===== config.mk =====
export PLATFORM = sky130hd
export DESIGN_NAME = fact_sched
export DESIGN_NICKNAME = d
export VERILOG_FILES = /design/src/rtl/fact_sched_pkg.sv /design/src/rtl/sync_fifo.sv /design/src/rtl/fact_sched.sv
export SDC_FILE = /design/constraint.sdc
export NUM_CORES = 1
export LEC_CHECK = 0
export BUFFER_PORTS_ARGS = -buffer_cell sky130_fd_sc_hd__clkbuf_2
export CORE_ASPECT_RATIO = 0.8
export CORE_MARGIN = 2
export CORE_UTILIZATION = 35
export CTS_CLUSTER_DIAMETER = 150
export DETAILED_ROUTE_END_ITERATION = 12
export HOLD_SLACK_MARGIN = 0.02
export MAX_ROUTING_LAYER = met4
export PLACE_DENSITY_LB_ADDON = 0.1
export SYNTH_ARGS = -nofsm -noshare
export SYNTH_HDL_FRONTEND = slang
export SYNTH_SLANG_ARGS = --single-unit

===== constraint.sdc =====
create_clock -name clk -period 3.6 [get_ports clk]
set_clock_uncertainty 0.15 [all_clocks]
set_input_delay 0.18 -clock clk [delete_from_list [all_inputs] [get_ports clk]]
set_output_delay 0.18 -clock clk [all_outputs]
set_load 0.02 [all_outputs]

===== src/rtl/fact_sched_pkg.sv =====
`default_nettype none
// +----------------------------------------------------------------------+
// | fact_sched_pkg : shared types, register map and round-robin helper   |
// | Revision 1.0                                                         |
// +----------------------------------------------------------------------+
package fact_sched_pkg;

  typedef enum logic [2:0] {
    ST_IDLE    = 3'd0,
    ST_WR_N    = 3'd1,
    ST_WR_GO   = 3'd2,
    ST_RD_RES  = 3'd3,
    ST_RD_STAT = 3'd4
  } state_t;

  localparam logic [1:0] FACT_REG_N    = 2'd0;
  localparam logic [1:0] FACT_REG_GO   = 2'd1;
  localparam logic [1:0] FACT_REG_STAT = 2'd2;
  localparam logic [1:0] FACT_REG_RES  = 2'd3;

  localparam int STAT_DONE_BIT = 0;
  localparam int STAT_ERR_BIT  = 1;

  // First set bit of req at or after ptr, wrapping; returns ptr if req is empty.
  function automatic logic [1:0] rr_pick(input logic [3:0] req, input logic [1:0] ptr);
    logic [1:0] idx;
    logic [1:0] pick;
    pick = ptr;
    for (int i = 3; i >= 0; i--) begin
      idx = ptr + 2'(i);
      if (req[idx]) pick = idx;
    end
    return pick;
  endfunction

endpackage
`default_nettype wire


===== src/rtl/sync_fifo.sv =====
`default_nettype none
// +----------------------------------------------------------------------+
// | sync_fifo : first-word-fall-through FIFO with occupancy count        |
// | Revision 1.0                                                         |
// +----------------------------------------------------------------------+
module sync_fifo #(
  parameter int WIDTH = 37,
  parameter int DEPTH = 4
) (
  input  logic                     clk,
  input  logic                     i_rst_n,
  input  logic                     i_push,
  input  logic [WIDTH-1:0]         i_wdata,
  input  logic                     i_pop,
  output logic [WIDTH-1:0]         o_rdata,
  output logic                     o_valid,
  output logic [$clog2(DEPTH):0]   o_count
);
  localparam int c_PTR_W = $clog2(DEPTH);

  logic [WIDTH-1:0]   r_mem [DEPTH];
  logic [c_PTR_W-1:0] r_wptr;
  logic [c_PTR_W-1:0] r_rptr;
  logic [c_PTR_W:0]   r_count;
  logic               w_do_push;
  logic               w_do_pop;

  assign w_do_pop  = i_pop && (r_count != '0);
  assign w_do_push = i_push && (r_count != (c_PTR_W+1)'(DEPTH));

  always_ff @(posedge clk or negedge i_rst_n) begin
    if (!i_rst_n) begin
      r_wptr  <= '0;
      r_rptr  <= '0;
      r_count <= '0;
    end else begin
      if (w_do_push) r_wptr <= r_wptr + 1'b1;
      if (w_do_pop)  r_rptr <= r_rptr + 1'b1;
      case ({w_do_push, w_do_pop})
        2'b10:   r_count <= r_count + 1'b1;
        2'b01:   r_count <= r_count - 1'b1;
        default: r_count <= r_count;
      endcase
    end
  end

  // Storage needs no reset: the head is masked while the FIFO is empty.
  always_ff @(posedge clk) begin
    if (w_do_push) r_mem[r_wptr] <= i_wdata;
  end

  assign o_valid = (r_count != '0);
  assign o_rdata = o_valid ? r_mem[r_rptr] : '0;
  assign o_count = r_count;

endmodule
`default_nettype wire


===== src/rtl/fact_sched.sv =====
`default_nettype none
// +----------------------------------------------------------------------+
// | fact_sched : round-robin job dispatcher/collector for 4 fact units   |
// | Revision 1.0                                                         |
// +----------------------------------------------------------------------+
module fact_sched
  import fact_sched_pkg::*;
#(
  parameter int NUM_FACT  = 4,
  parameter int TAG_W     = 4,
  parameter int RES_DEPTH = 4
) (
  input  logic              clk,
  input  logic              rst,
  input  logic              job_valid,
  output logic              job_ready,
  input  logic [3:0]        job_n,
  input  logic [TAG_W-1:0]  job_tag,
  output logic              res_valid,
  input  logic              res_ready,
  output logic [31:0]       res_data,
  output logic              res_err,
  output logic [TAG_W-1:0]  res_tag,
  output logic [3:0]        fact_we,
  output logic [7:0]        fact_addr,
  output logic [127:0]      fact_wdata,
  input  logic [127:0]      fact_rdata,
  input  logic [3:0]        fact_done,
  output logic [3:0]        busy
);
  localparam int c_ENTRY_W = TAG_W + 33;
  localparam int c_CNT_W   = $clog2(RES_DEPTH) + 1;

  state_t              r_state;
  state_t              w_next;
  logic [1:0]          r_unit;
  logic [1:0]          r_dptr;
  logic [1:0]          r_cptr;
  logic [3:0]          r_n;
  logic [TAG_W-1:0]    r_tag [NUM_FACT];
  logic [31:0]         r_result;
  logic [3:0]          r_busy;

  logic [3:0]          w_collect_req;
  logic                w_can_collect;
  logic                w_ready;
  logic                w_accept;
  logic [1:0]          w_disp_unit;
  logic                w_push;
  logic                w_drive;
  logic                w_we;
  logic [1:0]          w_addr;
  logic [31:0]         w_wdata;
  logic [31:0]         w_rdata_sel;
  logic [c_CNT_W-1:0]  w_fifo_count;
  logic [c_ENTRY_W-1:0] w_push_data;
  logic [c_ENTRY_W-1:0] w_head;

  assign w_collect_req = r_busy & fact_done;
  assign w_can_collect = (|w_collect_req) && (w_fifo_count < c_CNT_W'(RES_DEPTH));
  assign w_disp_unit   = rr_pick(~r_busy, r_dptr);
  assign w_rdata_sel   = fact_rdata[{r_unit, 5'd0} +: 32];

  always_ff @(posedge clk or negedge rst) begin
    if (!rst) r_state <= ST_IDLE;
    else      r_state <= w_next;
  end

  always_comb begin
    w_next   = r_state;
    w_ready  = 1'b0;
    w_accept = 1'b0;
    w_drive  = 1'b0;
    w_we     = 1'b0;
    w_addr   = FACT_REG_N;
    w_wdata  = 32'd0;
    w_push   = 1'b0;
    case (r_state)
      ST_IDLE: begin
        // Draining finished units first keeps units free for new work.
        if (w_can_collect) begin
          w_next = ST_RD_RES;
        end else begin
          w_ready = rst & (|(~r_busy));
          if (job_valid && w_ready) begin
            w_accept = 1'b1;
            w_next   = ST_WR_N;
          end
        end
      end
      ST_WR_N: begin
        w_drive = 1'b1;
        w_we    = 1'b1;
        w_addr  = FACT_REG_N;
        w_wdata = {28'd0, r_n};
        w_next  = ST_WR_GO;
      end
      ST_WR_GO: begin
        w_drive = 1'b1;
        w_we    = 1'b1;
        w_addr  = FACT_REG_GO;
        w_wdata = 32'd1;
        w_next  = ST_IDLE;
      end
      ST_RD_RES: begin
        w_drive = 1'b1;
        w_addr  = FACT_REG_RES;
        w_next  = ST_RD_STAT;
      end
      ST_RD_STAT: begin
        w_drive = 1'b1;
        w_addr  = FACT_REG_STAT;
        w_push  = 1'b1;
        w_next  = ST_IDLE;
      end
      default: w_next = ST_IDLE;
    endcase
  end

  always_ff @(posedge clk or negedge rst) begin
    if (!rst) begin
      r_unit   <= 2'd0;
      r_n      <= 4'd0;
      r_result <= 32'd0;
      r_busy   <= 4'd0;
      r_dptr   <= 2'd0;
      r_cptr   <= 2'd0;
    end else begin
      case (r_state)
        ST_IDLE: begin
          if (w_can_collect) begin
            r_unit <= rr_pick(w_collect_req, r_cptr);
          end else if (w_accept) begin
            r_unit <= w_disp_unit;
            r_n    <= job_n;
          end
        end
        ST_WR_GO: begin
          r_busy[r_unit] <= 1'b1;
          r_dptr         <= r_unit + 2'd1;
        end
        ST_RD_RES: r_result <= w_rdata_sel;
        ST_RD_STAT: begin
          r_busy[r_unit] <= 1'b0;
          r_cptr         <= r_unit + 2'd1;
        end
        default: ;
      endcase
    end
  end

  always_ff @(posedge clk or negedge rst) begin
    if (!rst) begin
      for (int i = 0; i < NUM_FACT; i++) r_tag[i] <= '0;
    end else if (w_accept) begin
      r_tag[w_disp_unit] <= job_tag;
    end
  end

  for (genvar u = 0; u < NUM_FACT; u++) begin : g_unit
    logic w_sel;
    assign w_sel                  = w_drive && (r_unit == 2'(u));
    assign fact_we[u]             = w_sel & w_we;
    assign fact_addr[2*u +: 2]    = w_sel ? w_addr  : 2'b00;
    assign fact_wdata[32*u +: 32] = w_sel ? w_wdata : 32'd0;
  end

  assign w_push_data = {r_tag[r_unit], w_rdata_sel[STAT_ERR_BIT], r_result};

  sync_fifo #(
    .WIDTH (c_ENTRY_W),
    .DEPTH (RES_DEPTH)
  ) u_res_fifo (
    .clk     (clk),
    .i_rst_n (rst),
    .i_push  (w_push),
    .i_wdata (w_push_data),
    .i_pop   (res_ready),
    .o_rdata (w_head),
    .o_valid (res_valid),
    .o_count (w_fifo_count)
  );

  assign {res_tag, res_err, res_data} = w_head;
  assign job_ready = w_ready;
  assign busy      = r_busy;

endmodule
`default_nettype wire


# After elaboration in Yosys (flattened, before gate mapping)
# Memories as Yosys holds them, arrays and structs flattened.
# Cells that the tools add are included.
# W data, S select, Z words.
# totals
regBits	72
output_inout_bits	183
mem_bits_rw	148
n_memories	1
# mem_list
name	depth	width	read_ports	rd_ports_with_merged_regs	wr	line_no	rtl
u_res_fifo.r_mem	4	37	1	0	1	sync_fifo.sv:21	logic [WIDTH-1:0] r_mem [DEPTH];
# classes
magnitude_cmp	14
shifts	1
muxes	60
bitwise_logic	13
addsub	11
n_eq_ne	11
reduce_logical	22
# op_table
operator	count
$mux W32	4
$shiftx A128 B8 Y32	1
$mux W37	1
$mux W2	14
$lt A2 B3 Y1 const B	9
$mux W1	19
$bmux W1 S2	8
$bwmux W16	1
$pmux W4 S2	2
$mux W4	3
$reduce_or A4 Y1	3
$add A2 B1 Y2 const B	5
$logic_and A1 B1 Y1	10
$pmux W3 S3	1
$add A2 B2 Y2 const B	4
$and A4 B4 Y4	2
$bmux W4 S2	1
$demux W4 S2	1
$not A4 Y4	2
$eq A2 B2 Y1 const B	3
$eq A3 B2 Y1 const B	2
$ge A3 B3 Y1 const B	2
$mux W3	2
$ne A3 B3 Y1 const B	2
22 further kinds	30

# Longest topological paths before layout
# Gate-level depths: netlist (run 1).
# logic_depth
word_depth	13
ltp_mapped	11

# Modules after synthesis
# Synthesis (run 1) repeated with hierarchy kept, for this count alone.
# unflattened
cells_unflattened	681
hier_area_um2	10700.3
# modules_own_cells
mod	area_per_inst_um2	cells_each	instances
sync_fifo	5990.7	271	1
fact_sched	4709.5	410	1

# Worst setup path before layout (run 1)
# Ideal clock, no wire load.
# synth_path
path_kind	reg-to-reg
startpoint	register r_state[1]
endpoint	memory u_res_fifo.r_mem[0][0] (enable)
t_arrival_ns	2.184
path_stages_with_launch	6
required_time_ns	3.052
n_path_buf	1
path_slack_ns	0.868
path_cell_list	dfrtp_1 -> clkbuf_1 -> nor2_1 -> nand2_1 -> a31oi_1 -> and2_1
# synth_via
elab_chain_cells	5
# synth_lines
element	line_no	rtl
from (decl)	fact_sched.sv:34	state_t r_state;
from (signal assigned)	fact_sched.sv:66	else r_state <= w_next;
$eq A3 B3 Y1	fact_sched.sv:78	case (r_state)
$mux W1	fact_sched.sv:78	
$logic_and A1 B1 Y1	sync_fifo.sv:29	assign w_do_push = i_push && (r_count != (c_PTR_W+1)'(DEPTH));
$mux W1	sync_fifo.sv:49	if (w_do_push) r_mem[r_wptr] <= i_wdata;
$mux W1 (implied by the code)	sync_fifo.sv:49	
to (decl)	sync_fifo.sv:21	
# Every way passes these cells.

# Final worst setup path (run 1)
# layout_path
startpoint	register r_state[1]
endpoint	output port fact_addr[3]
# layout_via
elab_chain_cells	5
word_cells_on_any_way	9
classes_between	eq/ne: 4; mux: 3; reduce/logical: 2
# layout_lines
element	line_no	rtl
$eq A3 B3 Y1, or another cell as far along	fact_sched.sv:78	
$reduce_or A4 Y1 (no line)	--	
$mux W1	fact_sched.sv:78	
$logic_and A1 B1 Y1	fact_sched.sv:162	assign w_sel = w_drive && (r_unit == 2'(u));
$mux W2 (*)	fact_sched.sv:164	assign fact_addr[2*u +: 2] = w_sel ? w_addr : 2'b00;
to (decl)	fact_sched.sv:25	output logic [7:0] fact_addr,
# Mark *: on every way between the ends. The rest lies on a longest branch, timed or not.

==> run metrics, run 1 <==
first-pass GRT wire length=36.6 mm; Die Span Y=161 um; Max FO, Critical Path=17; Initial Util=35.5%; critical path type=register to output port; HP Class=primary input to register; most common cell after layout, fill and taps aside=clkbuf_2; commonest non-fill, non-tap cells in the layout=clkbuf_2, edfxtp_1, conb_1, mux4_2, dlygate4sd3_1; min setup slack post-route=0.685 ns; Mapped Cells=684; Max Fclk=0.343 GHz; prevailing post-synth register cell=edfxtp_1; Die Area=0.0322 sq mm; Synth Warn #=0; setup total negative slack=0 ns; Tcrit/Tclk final=81.0%; asr flop ratio synth=32.7%; # port buffers=214; Tmin final=2.91 ns; dpl cells=1,293; Netlist Area Pre-Place=0.0108 sq mm; RSZ-0062 raised after global routing=false; die width=200 um; TritonCTS Buffers=24; CP arrival=2.58 ns; Placement Setup Slack=0.832 ns; met3 Resource Use GR=2.65%; Yosys reg bits=220; First-pass DRT Iterations=4; clock root buffer=clkbuf_16; post-DP HPWL=16.4 mm; Core Rows=57; Final Non-Filler Cells=1,412; Worst setup SP type=register; status=completed; Final Hold Vio Count=0; clk buf depth=3; Slew @ Worst Pin=1.04 ns; fin nets=1,133; core area=0.0303 sq mm; Remaining DRCs=0; I/O Pins=327; maxcap violations=0; M1 GR Usage=20.9%; EDFF count, synth=148; Worst setup EP type=output port; filler instances=2,791; DR iter-0 viols=269; vias in the first global route=6,491; grt total ovfl=0; Register Area=0.00625 sq mm; GRT Max-Usage Layer=met2; Pins Over Slew Limit=0; Worst VDD drop=323 uV; Resize count post-CTS=0; Final setup violation count=0; largest net degree at the start of global routing=64; share of layout cells above drive strength 1=40.1%; clock slew at reported path FFs=0.06 ns; Post-CTS Hold Fix Bufs=73; GRT Util Overall=15.3%; area occupied by multi-input gates=0.00393 sq mm; Rel. slew slack=30.9%; Area Growth Syn to Fin=25.1%; P per Cell Area=781 mW/mm^2; H-Tree Depth=1; post-route ant nets=0; antenna violations before repair=2; GPL Wtd Cong=0.797; vias per cell=4.48; TritonCTS clock tree=done; WL per Instance=17.1 um; leakage=5.44 nW; Synth Area per Inst=15.7 sq um; Pwr Total=0.0105 W; via count=6,324; latest clock arrival within the worst-skew pair=0.51 ns; CP required=3.27 ns; register area share after synthesis=58.0%; Netlist cell types=49; routed wire length=24.1 mm; clk sinks=220; GR met2 Demand/Resource=24.2%; post-CTS setup buffer count=0
[cell type report]
cell class,instances,area share (%)
antenna,2,0.0372
clock buffer,38,5.37
clock inverter,6,0.464
inverter,10,0.279
multi-input combinational,424,29.2
sequential,220,46.4
tap,413,3.84
timing repair buffer,299,14.4
[power by group]
part           total [W]  internal (W)  switching [W]
logic            0.00391       0.00202        0.00189
clock network    0.00240       0.00145       0.000960
registers        0.00421       0.00343       0.000783
total             0.0105       0.00690        0.00363
[cell families (layout without fill, tap and decap cells)]
| kind of cell | count (synthesis) | in the layout | share of synthesized area [%] |
|---|---|---|---|
| flops | 220 | 220 | 58.0 |
| buf+inv | 151 | 353 | 9.45 |
| simple gates | 131 | 131 | 7.28 |
| mux | 127 | 127 | 20.9 |
| compound gates | 38 | 38 | 2.59 |
| fa+ha+maj | 10 | 10 | 1.23 |
| xor+xnor | 6 | 6 | 0.488 |
| other cells | 1 | 114 | 0.0348 |
[worst max-delay path, stage by stage, from the launching register on]
cell and delay, ns:
dfrtp_1 0.60, nor2b_1 0.40, nand2_2 0.40, inv_1 0.17
a21oi_1 0.12, nor2b_1 0.19, clkbuf_2 0.19
[layer usage]
layer | share of wire [%] | vias to the layer above
li1 | - | 2922
met4 | 1.2 | 0
met3 | 6.2 | 23
met5 | 0 | -
met2 | 47 | 235
met1 | 46 | 3144
[Yosys cell counts (2+ instances only)]
cell	number	area [sq um]
edfxtp_1	148	4440
buf_4	113	848
mux4_2	73	1640
dfrtp_1	72	1800
and2_1	55	344
mux2_2	45	507
nor2_1	26	97.6
nand2_1	22	82.6
a21oi_1	13	65.1
clkbuf_1	12	45.0
inv_1	10	37.5
buf_2	9	45.0
ha_1	9	113
mux2_1	9	101
nor2b_1	9	56.3
o21ai_0	6	30.0
buf_1	5	18.8
o22ai_1	5	31.3
a31oi_1	3	18.8
nand2b_1	3	18.8
xnor2_1	3	26.3
xor2_1	3	26.3
buf_6	2	22.5
nand3b_4	2	40.0
nor3_1	2	10.0
o21ai_1	2	10.0
[flip-flops by register name (all words and copies together) (netlist names), named ones only]
signal / count
r_dptr: 2
u_res_fifo.r_wptr: 2
u_res_fifo.o_count: 3
u_res_fifo.r_mem: 148
r_tag: 16
r_cptr: 2
r_state: 3
r_unit: 2
r_n: 4
u_res_fifo.r_rptr: 2
r_result: 32
[final timing paths]
path / startpoint / endpoint / slack, ns / cells past startpoint
worst max-delay path: r_state[1] / fact_addr[3] / 0.69 / 6
worst min-delay path: job_valid / r_unit[0] / 0.03 / 4
worst max register to register: r_unit[0] / r_result[11] / 0.74 / 4
worst min register to register: r_tag[10] / r_tag[10] / 0.34 / 1
max in group asynchronous: rst / r_unit[0] / 2.28 / 3
min in group asynchronous: rst / r_state[2] / 0.32 / 3
[through the flow]
step	area, sq um	util, %	hold slack [ns]
global route	13500	44.4	0.0343
global placement	11900	39.4	-0.117
floorplan	11200	-	-0.266
finish	13500	44.4	0.0314
detailed placement	11900	39.4	-0.115
CTS	13500	44.4	0.0226
No activity file was read; power rests on OpenSTA's default activity.
==> run 2: changes to the inputs <==
==> constraint.sdc (replaced) <==
create_clock -name clk -period 2.8 [get_ports clk]
set_clock_uncertainty 0.15 [all_clocks]
set_input_delay 0.14 -clock clk [delete_from_list [all_inputs] [get_ports clk]]
set_output_delay 0.14 -clock clk [all_outputs]
set_load 0.02 [all_outputs]
==> run 2 against run 1 <==
Effect of this change: largest cell class unchanged; combinational power increased by 37%; total power increased by 30%; critical path depth decreased by 2; cell count increased by 0.92%; final area increased by 1.4%; worst hold slack improved by 0.064 ns; global-route usage about the same; critical path type unchanged; via count increased by 1.2%.
==> run metrics, run 2 (same netlist as run 1, synthesis figures left out) <==
CP arrival=2.33 ns (was 2.58 ns); most common cell after layout, fill and taps aside=clkbuf_2 (unchanged); Worst VDD drop=434 uV (was 323 uV); clk buf depth=3 (unchanged); Worst setup SP type=register (unchanged); Pins Over Slew Limit=0 (unchanged); Remaining DRCs=0 (unchanged); share of layout cells above drive strength 1=40.6% (was 40.1%); Max FO, Critical Path=14 (was 17); Resize count post-CTS=0 (unchanged); grt total ovfl=0 (unchanged); CP required=2.51 ns (was 3.27 ns); Pwr Total=0.0137 W (was 0.0105 W); Die Span Y=161 um (unchanged); post-CTS setup buffer count=0 (unchanged); Top reg by flops=u_res_fifo.r_mem (unchanged); first-pass GRT wire length=36.5 mm (was 36.6 mm); largest net degree at the start of global routing=67 (was 64); Die Area=0.0322 sq mm (unchanged); vias per cell=4.49 (was 4.48); core area=0.0303 sq mm (unchanged); HP Class=primary input to register (unchanged); GPL Wtd Cong=0.789 (was 0.797); clk sinks=220 (unchanged); Initial Util=35.5% (unchanged); via count=6,401 (was 6,324); Tcrit/Tclk final=93.7%; commonest non-fill, non-tap cells in the layout=clkbuf_2, edfxtp_1, conb_1, dlygate4sd3_1, mux4_2 (was clkbuf_2, edfxtp_1, conb_1, mux4_2, dlygate4sd3_1); H-Tree Depth=1 (unchanged); Worst setup EP type=output port (unchanged); P per Cell Area=1010 mW/mm^2 (was 781 mW/mm^2); First-pass DRT Iterations=4 (unchanged); TritonCTS clock tree=done (unchanged); Slew @ Worst Pin=0.957 ns (was 1.04 ns); I/O Pins=327 (unchanged); vias in the first global route=6,437 (was 6,491); Tmin final=2.62 ns; antenna violations before repair=1 (was 2); max reg flops=148 (unchanged); Top Registers=u_res_fifo.r_mem x148, r_result x32, r_tag x16 (unchanged); post-route ant nets=0 (unchanged); routed wire length=23.9 mm (was 24.1 mm); critical path type=register to output port (unchanged); clock root buffer=clkbuf_16 (unchanged); Rel. slew slack=36.2% (was 30.9%); Core Rows=57 (unchanged); WL per Instance=16.8 um (was 17.1 um); maxcap violations=0 (unchanged); fin nets=1,147 (was 1,133); Final Hold Vio Count=0 (unchanged); # port buffers=214 (unchanged); GRT Util Overall=15.2% (was 15.3%); TritonCTS Buffers=24 (unchanged); clock slew at reported path FFs=0.06 ns (about the same); RSZ-0062 raised after global routing=false (unchanged); post-DP HPWL=16.4 mm (about the same); Final setup violation count=0 (unchanged); die width=200 um (unchanged); Register Area=0.00625 sq mm (unchanged); setup total negative slack=0 ns (unchanged); Area Growth Syn to Fin=26.8% (was 25.1%); filler instances=2,787 (was 2,791); status=completed (unchanged); area occupied by multi-input gates=0.00393 sq mm (unchanged); latest clock arrival within the worst-skew pair=0.51 ns (about the same); leakage=5.53 nW (was 5.44 nW); Max Fclk=0.381 GHz; DR iter-0 viols=227 (was 269)
## run 2: cell count changes in the layout (fill, tap and decap cells not counted), moves of 2 or more
cell and delta:
buf_4 +4, clkbuf_8 -3, clkinv_2 +2, dlygate4sd3_1 +6, buf_12 +4, clkinvlp_4 +2
## run 2: worst paths after layout
path / slack [ns] / from / cells after the start / end
max in group asynchronous: 1.50 / rst / 3 / r_unit[0]
min in group asynchronous: 0.29 / rst / 3 / r_state[2]
min reg2reg: 0.34 / r_tag[11] / 1 / r_tag[11]
max: 0.18 / u_res_fifo.r_rptr[0] / 4 / res_data[14]
max reg2reg: 0.22 / r_unit[0] / 4 / r_result[1]
min: 0.1 / fact_done[3] / 5 / r_state[1]
## run 2: per-stage QoR
stage | worst slack [ns] | hold WS [ns] | utilization, % | cells | area, sq um
after floorplan | 0.0678 | -0.306 | - | 795 | 11200
after global placement | 0.607 | -0.173 | 39.8 | 1301 | 12100
after detailed placement | 0.533 | -0.173 | 39.8 | 1301 | 12100
after CTS | 0.111 | 0.0919 | 45.0 | 1424 | 13700
after global routing | 0.0337 | 0.120 | 45.0 | 1425 | 13700
final | 0.176 | 0.0952 | 45.0 | 1425 | 13700
## run 2: cell type report
type	instances	area share [%]
antenna	1	0.0183
clock inverter	9	0.715
tap	413	3.78
inverter	10	0.275
multi-input combinational	424	28.8
sequential	220	45.8
timing repair buffer	313	15.5
clock buffer	35	5.15
## run 2: worst max-delay path, stage by stage (launching register included)
cell and delay [ns]:
dfrtp_2 0.70, buf_4 0.28, mux4_2 0.52, and2_1 0.17, clkbuf_2 0.15
## run 2: per-layer routing
| layer | share of wire [%] | track usage, % |
|---|---|---|
| met4 | 1.4 | 3.00 |
| met1 | 46 | 20.9 |
| met5 | 0 | - |
| met3 | 5.7 | 2.56 |
| met2 | 47 | 24.0 |
## run 2: power by group
group / leakage [nW] / internal, W / switching [W]
Clock: 0.387 / 0.00192 / 0.00123
Sequential: 2.20 / 0.00442 / 0.000808
Combinational: 2.94 / 0.00273 / 0.00262
## run 2: repair_timing
action                                  4_1_cts  5_1_grt
hold buffers                                 79        0
endpoints found under the setup margin        0        0
hold endpoints to repair                    132        0
==> run 3: changes to the inputs <==
--- a/config.mk
+++ b/config.mk
@@ -7,7 +7,7 @@
 export LEC_CHECK = 0
 export BUFFER_PORTS_ARGS = -buffer_cell sky130_fd_sc_hd__clkbuf_2
 export CORE_ASPECT_RATIO = 0.8
-export CORE_MARGIN = 2
+export CORE_MARGIN = 3
 export CORE_UTILIZATION = 35
 export CTS_CLUSTER_DIAMETER = 150
 export DETAILED_ROUTE_END_ITERATION = 12
==> run 3 against run 2 <==
Effect of this change: count of clock-buffer cells in the layout down 6; total power up 0.88%; routed wire length is 2.8% higher; first-iteration DRC count grew 46%; critical endpoint is now r_result[1]; via count down 0.61%; non-clock buffer count unchanged; fmax grew 1.3%; final area fell by 0.23%; die area is 2.3% higher; setup slack improved by 0.034 ns.
==> run metrics, run 3 (same netlist as run 1, synthesis figures left out) <==
status=completed (unchanged); GPL Wtd Cong=0.738 (was 0.789); Final Non-Filler Cells=1,417 (was 1,425); First-pass DRT Iterations=4 (unchanged); setup total negative slack=0 ns (unchanged); latest clock arrival within the worst-skew pair=0.51 ns (about the same); Worst VDD drop=435 uV (was 434 uV); maxcap violations=0 (unchanged); dpl cells=1,296 (was 1,301); # port buffers=214 (unchanged); CP required=3.05 ns (was 2.51 ns); max reg flops=148 (unchanged); clock root buffer=clkbuf_16 (unchanged); post-DP HPWL=16.8 mm (was 16.4 mm); Area Growth Syn to Fin=26.5% (was 26.8%); Gate power share=39.5% (was 39.0%); Remaining DRCs=0 (unchanged); via count=6,362 (was 6,401); Slew @ Worst Pin=0.618 ns (was 0.957 ns); critical path type=register to register (was register to output port); Max FO, Critical Path=14 (unchanged); post-CTS setup buffer count=0 (unchanged); Top reg by flops=u_res_fifo.r_mem (unchanged); Rel. slew slack=58.8% (was 36.2%); Clk pwr share=23.7% (was 23.0%); DR iter-0 viols=331 (was 227); post-route ant nets=0 (unchanged); RSZ-0062 raised after global routing=false (unchanged); critical path cell sequence=buf_4 -> mux4_2 -> dlygate4sd3_1 -> mux2_2 (was buf_4 -> mux4_2 -> and2_1 -> clkbuf_2); Resize count post-CTS=0 (unchanged); H-Tree Depth=1 (unchanged); clock slew at reported path FFs=0.06 ns (about the same); HP Class=primary input to register (unchanged); clk buf depth=3 (unchanged); first-pass GRT wire length=37.9 mm (was 36.5 mm); Crit path largest cell delay=0.63 ns (was 0.70 ns); CP max stage cell=dlygate4sd3_1 (was dfrtp_2); WL per Instance=17.4 um (was 16.8 um); Worst setup EP type=register (was output port); fin nets=1,147 (unchanged); Tmin final=2.59 ns (was 2.62 ns); Sw Pwr=0.00476 W (was 0.00466 W); grt total ovfl=0 (unchanged); Final setup violation count=0 (unchanged); share of layout cells above drive strength 1=41.1% (was 40.6%); Tcrit/Tclk final=92.5% (was 93.7%); Final Hold Vio Count=0 (unchanged); largest net degree at the start of global routing=42 (was 67); die width=202 um (was 200 um); Worst setup SP type=register (unchanged); Initial Util=36.2% (was 35.5%); Crit path max-delay family=buffers and inverters (was flip-flops); vias per cell=4.49 (about the same); internal power component=0.00909 W (was 0.00906 W); net switching fraction of the power=34.4% (was 34.0%); Die Span Y=163 um (was 161 um); P per Cell Area=1020 mW/mm^2 (was 1010 mW/mm^2); Flop pwr share=36.8% (was 38.1%); diode count=0 (was 1); Core Rows=56 (was 57); Top Registers=u_res_fifo.r_mem x148, r_result x32, r_tag x16 (unchanged); routed wire length=24.6 mm (was 23.9 mm); CP bufs+invs=2 (unchanged); commonest non-fill, non-tap cells in the layout=clkbuf_2, edfxtp_1, conb_1, dlygate4sd3_1, mux4_2 (unchanged); Die Area=0.0329 sq mm (was 0.0322 sq mm); leakage=5.52 nW (was 5.53 nW); TritonCTS clock tree=done (unchanged); core area=0.0298 sq mm (was 0.0303 sq mm); I/O Pins=327 (unchanged); Pins Over Slew Limit=0 (unchanged); TritonCTS Buffers=24 (unchanged); GRT Util Overall=15.0% (was 15.2%); clk sinks=220 (unchanged); antenna violations before repair=0 (was 1); CP arrival=2.84 ns (was 2.33 ns); vias in the first global route=6,545 (was 6,437); most common cell after layout, fill and taps aside=clkbuf_2 (unchanged); r2r setup slk=0.21 ns (was 0.22 ns); Max Fclk=0.386 GHz (was 0.381 GHz)
-- run 3: per-stage QoR --
step | area (sq um) | util, % | hold slack (ns) | setup slack (ns) | power (W)
6_report | 13600 | 45.7 | 0.0543 | 0.211 | 0.0138
5_1_grt | 13600 | 45.7 | 0.0861 | 0.118 | 0.0147
4_1_cts | 13600 | 45.7 | 0.0265 | 0.183 | 0.0141
3_5_place_dp | 12000 | 40.3 | 0.118 | 0.502 | 0.0103
3_3_place_gp | 12000 | 40.3 | 0.126 | 0.519 | 0.0103
2_1_floorplan | 11200 | - | -0.306 | 0.0678 | 0.00872
-- run 3: final timing paths --
kind,to,start,cells past startpoint
worst max-delay path,r_result[1],r_unit[0],4
min in group asynchronous,asynchronous set/reset pin,rst,3
worst min register to register,r_tag[10],r_tag[10],1
worst min-delay path,r_unit[1],fact_done[0],5
max in group asynchronous,r_unit[0],rst,4
worst max register to register,r_result[1],r_unit[0],4
-- run 3: routing by layer --
layer | track usage, % | part of all wire (%) | vias up
met5 | - | 0 | -
met4 | 1.89 | 1.2 | 0
met3 | 2.28 | 5.3 | 27
met2 | 24.0 | 47 | 209
met1 | 21.0 | 46 | 3178
li1 | - | - | 2948
-- run 3: layout make-up --
type / count / area (sq um)
Fill cell: 2677 / 16200
Sequential cell: 220 / 6250
Multi-Input combinational cell: 424 / 3930
Timing Repair Buffer: 313 / 2060
Clock buffer: 29 / 629
Tap cell: 406 / 508
Clock inverter: 15 / 206
Inverter: 10 / 37.5
-- run 3: repair_timing --
action,4_1_cts,5_1_grt
hold buffers,77,0
setup endpoints to repair,0,0
endpoints found under the hold margin,90,0
-- run 3: tightest hold or removal path, stage by stage --
cell	delay, ns
clkbuf_2	0.10
and2_1	0.15
o22ai_1	0.06
o21ai_0	0.14
o22ai_1	0.07
-- run 3: power by group through the flow --
stage / Clock [W] / Combinational (W) / Sequential [W]
2_1_floorplan: 0 / 0.00388 / 0.00483
3_3_place_gp: 0 / 0.00515 / 0.00515
3_5_place_dp: 0 / 0.00515 / 0.00517
4_1_cts: 0.00338 / 0.00559 / 0.00511
5_1_grt: 0.00352 / 0.00594 / 0.00522
6_report: 0.00328 / 0.00547 / 0.00510
